===== config.mk =====
export PLATFORM = sky130hd
export DESIGN_NAME = tmnt_layer_mixer
export DESIGN_NICKNAME = d
export VERILOG_FILES = /design/src/rtl/tmnt_layer_mixer.sv
export SDC_FILE = /design/constraint.sdc
export NUM_CORES = 1
export LEC_CHECK = 0
export ABC_CLOCK_PERIOD_IN_PS = 2200
export CORE_AREA = 5 5 86 88
export CTS_CLUSTER_DIAMETER = 200
export DETAILED_ROUTE_END_ITERATION = 10
export DIE_AREA = 0 0 91 93
export GPL_TIMING_DRIVEN = 0
export PLACE_DENSITY = 0.66
export SLEW_MARGIN = 20
export SYNTH_ARGS = -nofsm -noshare
export SYNTH_HDL_FRONTEND = slang
export SYNTH_SLANG_ARGS = --single-unit

===== constraint.sdc =====
create_clock -name V6M -period 2.2 [get_ports V6M]
set_input_delay 0.33 -clock V6M [delete_from_list [all_inputs] [get_ports V6M]]
set_output_delay 0.33 -clock V6M [all_outputs]
set_load 0.01 [all_outputs]

===== src/rtl/tmnt_layer_mixer.sv =====
// tmnt_layer_mixer: video timing generator plus two-stage fix/A/B/sprite
// priority mixer feeding the palette stage.
// Optional per-layer enable mask: define LAYER_MASK_EN to add LAYER_EN[3:0].
module tmnt_layer_mixer #(
  parameter int H_TOTAL     = 384,
  parameter int H_ACTIVE    = 320,
  parameter int HS_START    = 336,
  parameter int HS_LEN      = 32,
  parameter int V_TOTAL     = 264,
  parameter int V_ACT_START = 16,
  parameter int V_ACT_END   = 240,
  parameter int VS_LEN      = 8
) (
  input  logic       V6M,
  input  logic       RESET,
  output logic [8:0] HCNT,
  output logic [8:0] VCNT,
  input  logic [7:0] FIX_PIX,
  input  logic [7:0] A_PIX,
  input  logic [7:0] B_PIX,
  input  logic [7:0] SPR_PIX,
  input  logic       SPR_SHD,
  input  logic       PRI_MODE,
`ifdef LAYER_MASK_EN
  input  logic [3:0] LAYER_EN,
`endif
  output logic [8:0] CD,
  output logic       SHADOW,
  output logic       NCBLK,
  output logic       HSYNC,
  output logic       VSYNC
);

  localparam logic [8:0] H_LAST = 9'(H_TOTAL - 1);
  localparam logic [8:0] V_LAST = 9'(V_TOTAL - 1);
  localparam logic [8:0] H_ACT  = 9'(H_ACTIVE);
  localparam logic [8:0] HS_S   = 9'(HS_START);
  localparam logic [8:0] HS_E   = 9'(HS_START + HS_LEN);
  localparam logic [8:0] V_AS   = 9'(V_ACT_START);
  localparam logic [8:0] V_AE   = 9'(V_ACT_END);
  localparam logic [8:0] VS_E   = 9'(VS_LEN);

  // Stage-1 record: one sampled pixel plus the timing bits that travel with it.
  // en bits: 0 FIX, 1 A, 2 SPR, 3 B.
  typedef struct packed {
    logic [7:0] fix;
    logic [7:0] a;
    logic [7:0] b;
    logic [7:0] spr;
    logic       shd;
    logic       pri;
    logic [3:0] en;
    logic       vis;
    logic       hs_n;
    logic       vs_n;
  } s1_t;

  localparam s1_t S1_RST = '{fix: 8'h0, a: 8'h0, b: 8'h0, spr: 8'h0,
                             shd: 1'b0, pri: 1'b0, en: 4'hf,
                             vis: 1'b0, hs_n: 1'b1, vs_n: 1'b1};

  logic [8:0] hcnt_q, hcnt_d;
  logic [8:0] vcnt_q, vcnt_d;
  s1_t        s1_q, s1_d;
  logic [8:0] cd_q, cd_d;
  logic       shadow_q, shadow_d;
  logic       ncblk_q, ncblk_d;
  logic       hsync_q, hsync_d;
  logic       vsync_q, vsync_d;

  logic [3:0] en_in;
`ifdef LAYER_MASK_EN
  assign en_in = LAYER_EN;
`else
  assign en_in = 4'hf;
`endif

  // Raster counters: H wraps at end of line and carries into V; V wraps at end of frame.
  always_comb begin
    hcnt_d = hcnt_q + 9'd1;
    vcnt_d = vcnt_q;
    if (hcnt_q == H_LAST) begin
      hcnt_d = 9'd0;
      vcnt_d = (vcnt_q == V_LAST) ? 9'd0 : vcnt_q + 9'd1;
    end
  end

  // Stage 1: capture the pixel belonging to the current counter position and its timing.
  always_comb begin
    s1_d      = S1_RST;
    s1_d.fix  = FIX_PIX;
    s1_d.a    = A_PIX;
    s1_d.b    = B_PIX;
    s1_d.spr  = SPR_PIX;
    s1_d.shd  = SPR_SHD;
    s1_d.pri  = PRI_MODE;
    s1_d.en   = en_in;
    s1_d.vis  = (hcnt_q < H_ACT) & (vcnt_q >= V_AS) & (vcnt_q < V_AE);
    s1_d.hs_n = ~((hcnt_q >= HS_S) & (hcnt_q < HS_E));
    s1_d.vs_n = ~(vcnt_q < VS_E);
  end

  // Stage 2: priority resolve; a shadow sprite pixel is hidden and darkens anything but FIX.
  always_comb begin
    logic fo, ao, so, spr_hit, spr_dark;
    fo       = s1_q.en[0] & (s1_q.fix[3:0] != 4'h0);
    ao       = s1_q.en[1] & (s1_q.a[3:0] != 4'h0);
    spr_hit  = s1_q.en[2] & (s1_q.spr[3:0] != 4'h0);
    so       = spr_hit & ~s1_q.shd;
    spr_dark = spr_hit & s1_q.shd;
    cd_d     = s1_q.en[3] ? {1'b0, s1_q.b} : 9'h000;
    if (fo)
      cd_d = {1'b0, s1_q.fix};
    else if (s1_q.pri) begin
      if (ao)      cd_d = {1'b0, s1_q.a};
      else if (so) cd_d = {1'b1, s1_q.spr};
    end else begin
      if (so)      cd_d = {1'b1, s1_q.spr};
      else if (ao) cd_d = {1'b0, s1_q.a};
    end
    shadow_d = ~(spr_dark & ~fo);
    ncblk_d  = s1_q.vis;
    hsync_d  = s1_q.hs_n;
    vsync_d  = s1_q.vs_n;
  end

  // State registers with synchronous reset; the whole pipe clears so a reset restarts the frame.
  always_ff @(posedge V6M) begin
    if (RESET) begin
      hcnt_q   <= 9'd0;
      vcnt_q   <= 9'd0;
      s1_q     <= S1_RST;
      cd_q     <= 9'h000;
      shadow_q <= 1'b1;
      ncblk_q  <= 1'b0;
      hsync_q  <= 1'b1;
      vsync_q  <= 1'b1;
    end else begin
      hcnt_q   <= hcnt_d;
      vcnt_q   <= vcnt_d;
      s1_q     <= s1_d;
      cd_q     <= cd_d;
      shadow_q <= shadow_d;
      ncblk_q  <= ncblk_d;
      hsync_q  <= hsync_d;
      vsync_q  <= vsync_d;
    end
  end

  assign HCNT   = hcnt_q;
  assign VCNT   = vcnt_q;
  assign CD     = cd_q;
  assign SHADOW = shadow_q;
  assign NCBLK  = ncblk_q;
  assign HSYNC  = hsync_q;
  assign VSYNC  = vsync_q;

endmodule


# Word level (Yosys, flattened, before mapping)
# Index checks and enable logic that the tools add are counted.
dict set report word_totals {
  register_bits 72
  input_bits 36
  out_inout_bits 31
}
dict set report op_classes {
  n_addsub 2
  n_lt_le_gt_ge 6
  n_eq_ne 2
  mux 8
  n_bitwise 14
  reduce_logical 5
}
# operator count
set op_table {}
lappend op_table {{$mux 9} 5}
lappend op_table {{$mux 8} 3}
lappend op_table {{$add 9x1->9 const B} 2}
lappend op_table {{$eq 9x9->1 const B} 2}
lappend op_table {{$lt 9x9->1 const B} 2}
lappend op_table {{$reduce_bool 4->1} 3}
lappend op_table {{$and 1x1->1} 9}
lappend op_table {{$ge 9x5->1 const B} 1}
lappend op_table {{$ge 9x9->1 const B} 1}
lappend op_table {{$lt 9x4->1 const B} 1}
lappend op_table {{$lt 9x8->1 const B} 1}
lappend op_table {{$not 1->1} 5}
lappend op_table {{$reduce_or 2->1} 2}

# Longest topological paths before layout
dict set report depth {
  depth_word 7
  ltp_mapped 5
}

# Worst setup path before layout
# No wires, ideal clock.
dict set report synth_path {
  path_type {flip-flop to flip-flop}
  from {register hcnt_q[0], in the netlist HCNT[0]}
  to {register vcnt_q[0], in the netlist VCNT[0]}
  arrival_time_ps 1564
  t_required_ps 2081
  setup_slack_ps 517
  path_stages_with_launch 6
  path_buffers 0
  path_cell_list {dfxtp_1 -> ha_1 -> nand4b_1 -> nor2_1 -> a21o_1 -> nor2_1}
}
dict set report synth_via {
  elab_chain_len 1
}
# item line_no
set synth_lines {}
lappend synth_lines {{start: declaration} 62} ;# logic [8:0] hcnt_q, hcnt_d;
lappend synth_lines {{start signal: assignment} 139} ;# hcnt_q <= hcnt_d;
lappend synth_lines {{$eq 9x9->1} 82} ;# if (hcnt_q == H_LAST) begin
lappend synth_lines {{end signal: assignment} 140} ;# vcnt_q <= vcnt_d;
lappend synth_lines {{end: declaration} 63} ;# logic [8:0] vcnt_q, vcnt_d;
# No other way between the ends.
# A chain may end at the register's enable or synchronous reset.

# Worst setup path in the final report
dict set report layout_path {
  from {register hcnt_q[0], in the netlist HCNT[0]}
  to {register vcnt_q[6], in the netlist VCNT[6]}
}
# Same word-level chain as after synthesis.

==> flow_summary_export.csv <==
group,metric,value,unit
route,drt_wl_total,5945,um
power_and_ir_drop,irDropWorstVdd,479.6,uV
route,antenna_left,0,
timing,setup_viol,0,
layout,drive_gt1_frac,0.07855,
placement,place_hpwl,4237,um
clock_network,cts_made_buffers,9,
yosys,synth_common_cells,"68 x dfxtp_1, 36 x nor2b_1, 28 x nor2_1",
floorplan,die_x,91,um
yosys,yosysWarnings,0,
yosys,yosys.area.top_type,"dfxtp_1",
worst_setup_path,worst_setup_path_end_kind,"flip-flop",
timing,whs,0.4107,ns
floorplan,die_area,8463,um2
timing,final.setup.tns,0,ns
yosys,async_reset_ff_frac,0,
global_route,overflow,0,
power_and_ir_drop,power,2714,uW
floorplan,die_y,93,um
timing,fin_worst_skew,0.005662,ns
clock_network,clock_path_buffers,2,
power_and_ir_drop,power_switching,592.2,uW
route,wl_per_cell,14.46,um
yosys,ys.flop_type,"dfxtp_1",
timing,worstMarginPinSlew,0.7203,ns
yosys,yosys_register_bits,68,
power_and_ir_drop,p_per_area,778.8,nW/um2
route,drc,0,
power_and_ir_drop,switching_share,0.2182,
yosys,synth_edf_count,0,
clock_network,h-tree-depth,3,
placement,place_area,3258,um2
worst_setup_path,cp_max_fo,7,
yosys,syn_area_per_cell,9.965,um2
flow_run,maxCapViolations,0,
layout,area_growth,39.88,%
route,drtIter0Drc,72,
floorplan,initial_core_util,0.3792,
floorplan,io_pins,67,
timing,slew_violations,0,
global_route,antenna_found_initial,0,
yosys,synth_seq_area_share,0.5465,
worst_setup_path,cp.required,2.43,ns
yosys,synth_top_area_share,0.5465,
global_route,grt_pass1_wl,9825,um
timing,final.min_clock_period,1.977,ns
worst_setup_path,critPathLaunchType,"flip-flop",
timing,fin_ws,0.2225,ns
yosys,synth_nets,289,
timing,timing_hold_violations_final,0,
route,vias_per_cell,5.061,
power_and_ir_drop,p_int,2122,uW
placement,dp_slack,0.1232,ns
yosys,yosysMostFrequentCell,"dfxtp_1",
worst_setup_path,worst-setup-path-type,"flip-flop to flip-flop",
clock_network,clock_latency,0.34,ns
global_route,grt_pass1_vias,2021,
global_route,grt_usage,0.1470,
timing,max_freq,505.7,MHz
power_and_ir_drop,clkPwrFrac,0.422,
placement,io_buffer_count,66,
clock_network,clk_pin_slew_worst_paths,0.07,ns
floorplan,floorplan.rows,30,
power_and_ir_drop,power_frac_seq,0.485,
layout,fin_nets,366,
floorplan,core,6569,um2
yosys,synth_cells,250,
worst_setup_path,slowest_stage,"dfxtp_1",
timing,max-slew-margin-rel,0.5158,
clock_network,cts_tree,"built",
route,num_vias,2080,
power_and_ir_drop,combPwrFrac,0.093,
yosys,synth_area_leaders,"dfxtp_1 55%, nor2b_1 9.0%, nor2_1 4.2%",
clock_network,cts.sinks,68,
yosys,syn_area,2491,um2
layout,diodes,0,
worst_setup_path,cp.arrival,2.20,ns
global_route,grt_max_degree,12,
route,dr.pass1.iters,4,
timing,period_share,0.8988,
status,status,"complete, no violations",
layout,fin_area,3485,um2
yosys,ys_types,36,
clock_network,root_buffer,"clkbuf_8",
worst_setup_path,cp_cell_sequence,"ha_1 > nand4b_1 > nor2_2 > a21o_1 > nor2_1",
worst_setup_path,critPathMaxStageDelay,0.47,ns
placement,gp_congestion,0.8143,
worst_hold_path,hold_class,"flip-flop to flip-flop",
power_and_ir_drop,leakagePower,0.001253,uW
timing,grt_setup_unrepaired,"no",
flip-flops by register name (all words and copies together) (netlist names):
signal   flops
s1_q        34
CD           9
HCNT         9
VCNT         9
HSYNC        1
NCBLK        1
SHADOW       1
VSYNC        1
hsync_d      1
ncblk_d      1
vsync_d      1
cells in the final DEF, fill, tap and decap left out, types with 2 or more instances in the layout:
cell type,count
or2_2,2
a32oi_1,4
or4_1,3
nor2b_1,36
nor4_2,2
or3_1,2
nor3_1,6
xnor2_1,7
inv_1,2
a211oi_1,8
nor4_1,4
nand2_1,8
nand3_1,11
xor2_1,6
a21oi_1,9
dfxtp_1,68
ha_1,3
or4_4,2
clkbuf_8,11
o21ai_0,7
a311oi_1,4
nor2_1,27
clkdlybuf4s50_1,66
bufinv_16,2
clkbuf_1,8
nand4_1,6
and4_1,2
final timing paths:
check / depth (start not counted) / endpoint / slack [ns] / startpoint
hold / removal: 1 / VSYNC / 0.41 / vsync_d
hold reg to reg: 1 / VSYNC / 0.41 / vsync_d
setup / recovery: 5 / VCNT[6] / 0.22 / HCNT[0]
setup reg to reg: 5 / VCNT[6] / 0.22 / HCNT[0]
worst max-delay path, delay by kind of cell, from the launching register on:
kind	cells	cell delay (ns)
and+or+nand+nor	3	0.76
AOI/OAI and AO/OA	1	0.30
DFF	1	0.47
adders and majority gates	1	0.33
power by group through the flow:
stage | registers, uW | logic (uW) | clock network [uW]
after CTS | 1320 | 256 | 1170
after detailed placement | 1340 | 253 | 0
after global placement | 1340 | 251 | 0
after floorplan | 1340 | 115 | 0
after global routing | 1320 | 278 | 1230
final | 1320 | 252 | 1150
cells by family (layout without fill, tap and decap cells):
group | Yosys count | count (layout) | share of synthesized area
adders and majority gates | 3 | 3 | 0.01507
AOI/OAI and AO/OA | 35 | 35 | 0.09894
xor gates and xnor gates | 13 | 13 | 0.04571
DFF | 68 | 68 | 0.5465
buffers and inverters | 11 | 92 | 0.01959
muxes | 1 | 1 | 0.004018
and+or+nand+nor | 119 | 119 | 0.2702
metrics by stage:
stage	std cells	utilization
6_report	411	0.5305
3_5_place_dp	396	0.4960
5_1_grt	411	0.5305
2_1_floorplan	250	-
4_1_cts	411	0.5301
3_3_place_gp	396	0.4950
area by class of cell:
type / instances / area, um2
timing repair buffer: 66 / 660.6
fill: 582 / 3084
buffer: 9 / 41.29
tap: 80 / 100.1
sequential: 68 / 1361
clock buffer: 11 / 151.4
multi-input combinational: 171 / 1090
clock inverter: 4 / 72.57
inverter: 2 / 7.507
routing by layer:
layer	vias to the layer above	GRT usage	wire (um)
met5	-	0	0
met4	0	0.05501	75
met3	9	0.05068	394
met2	74	0.2326	2832
met1	962	0.1850	2643
li1	1035	-	-
repair_timing:
item / in CTS / in global routing
hold endpoints to repair: 0 / 0
gates resized for setup: 0 / 1
setup endpoints to repair: 0 / 7
setup buffers: 0 / 0
hold buffers: 0 / 0
No activity file was read; power rests on OpenSTA's default activity.
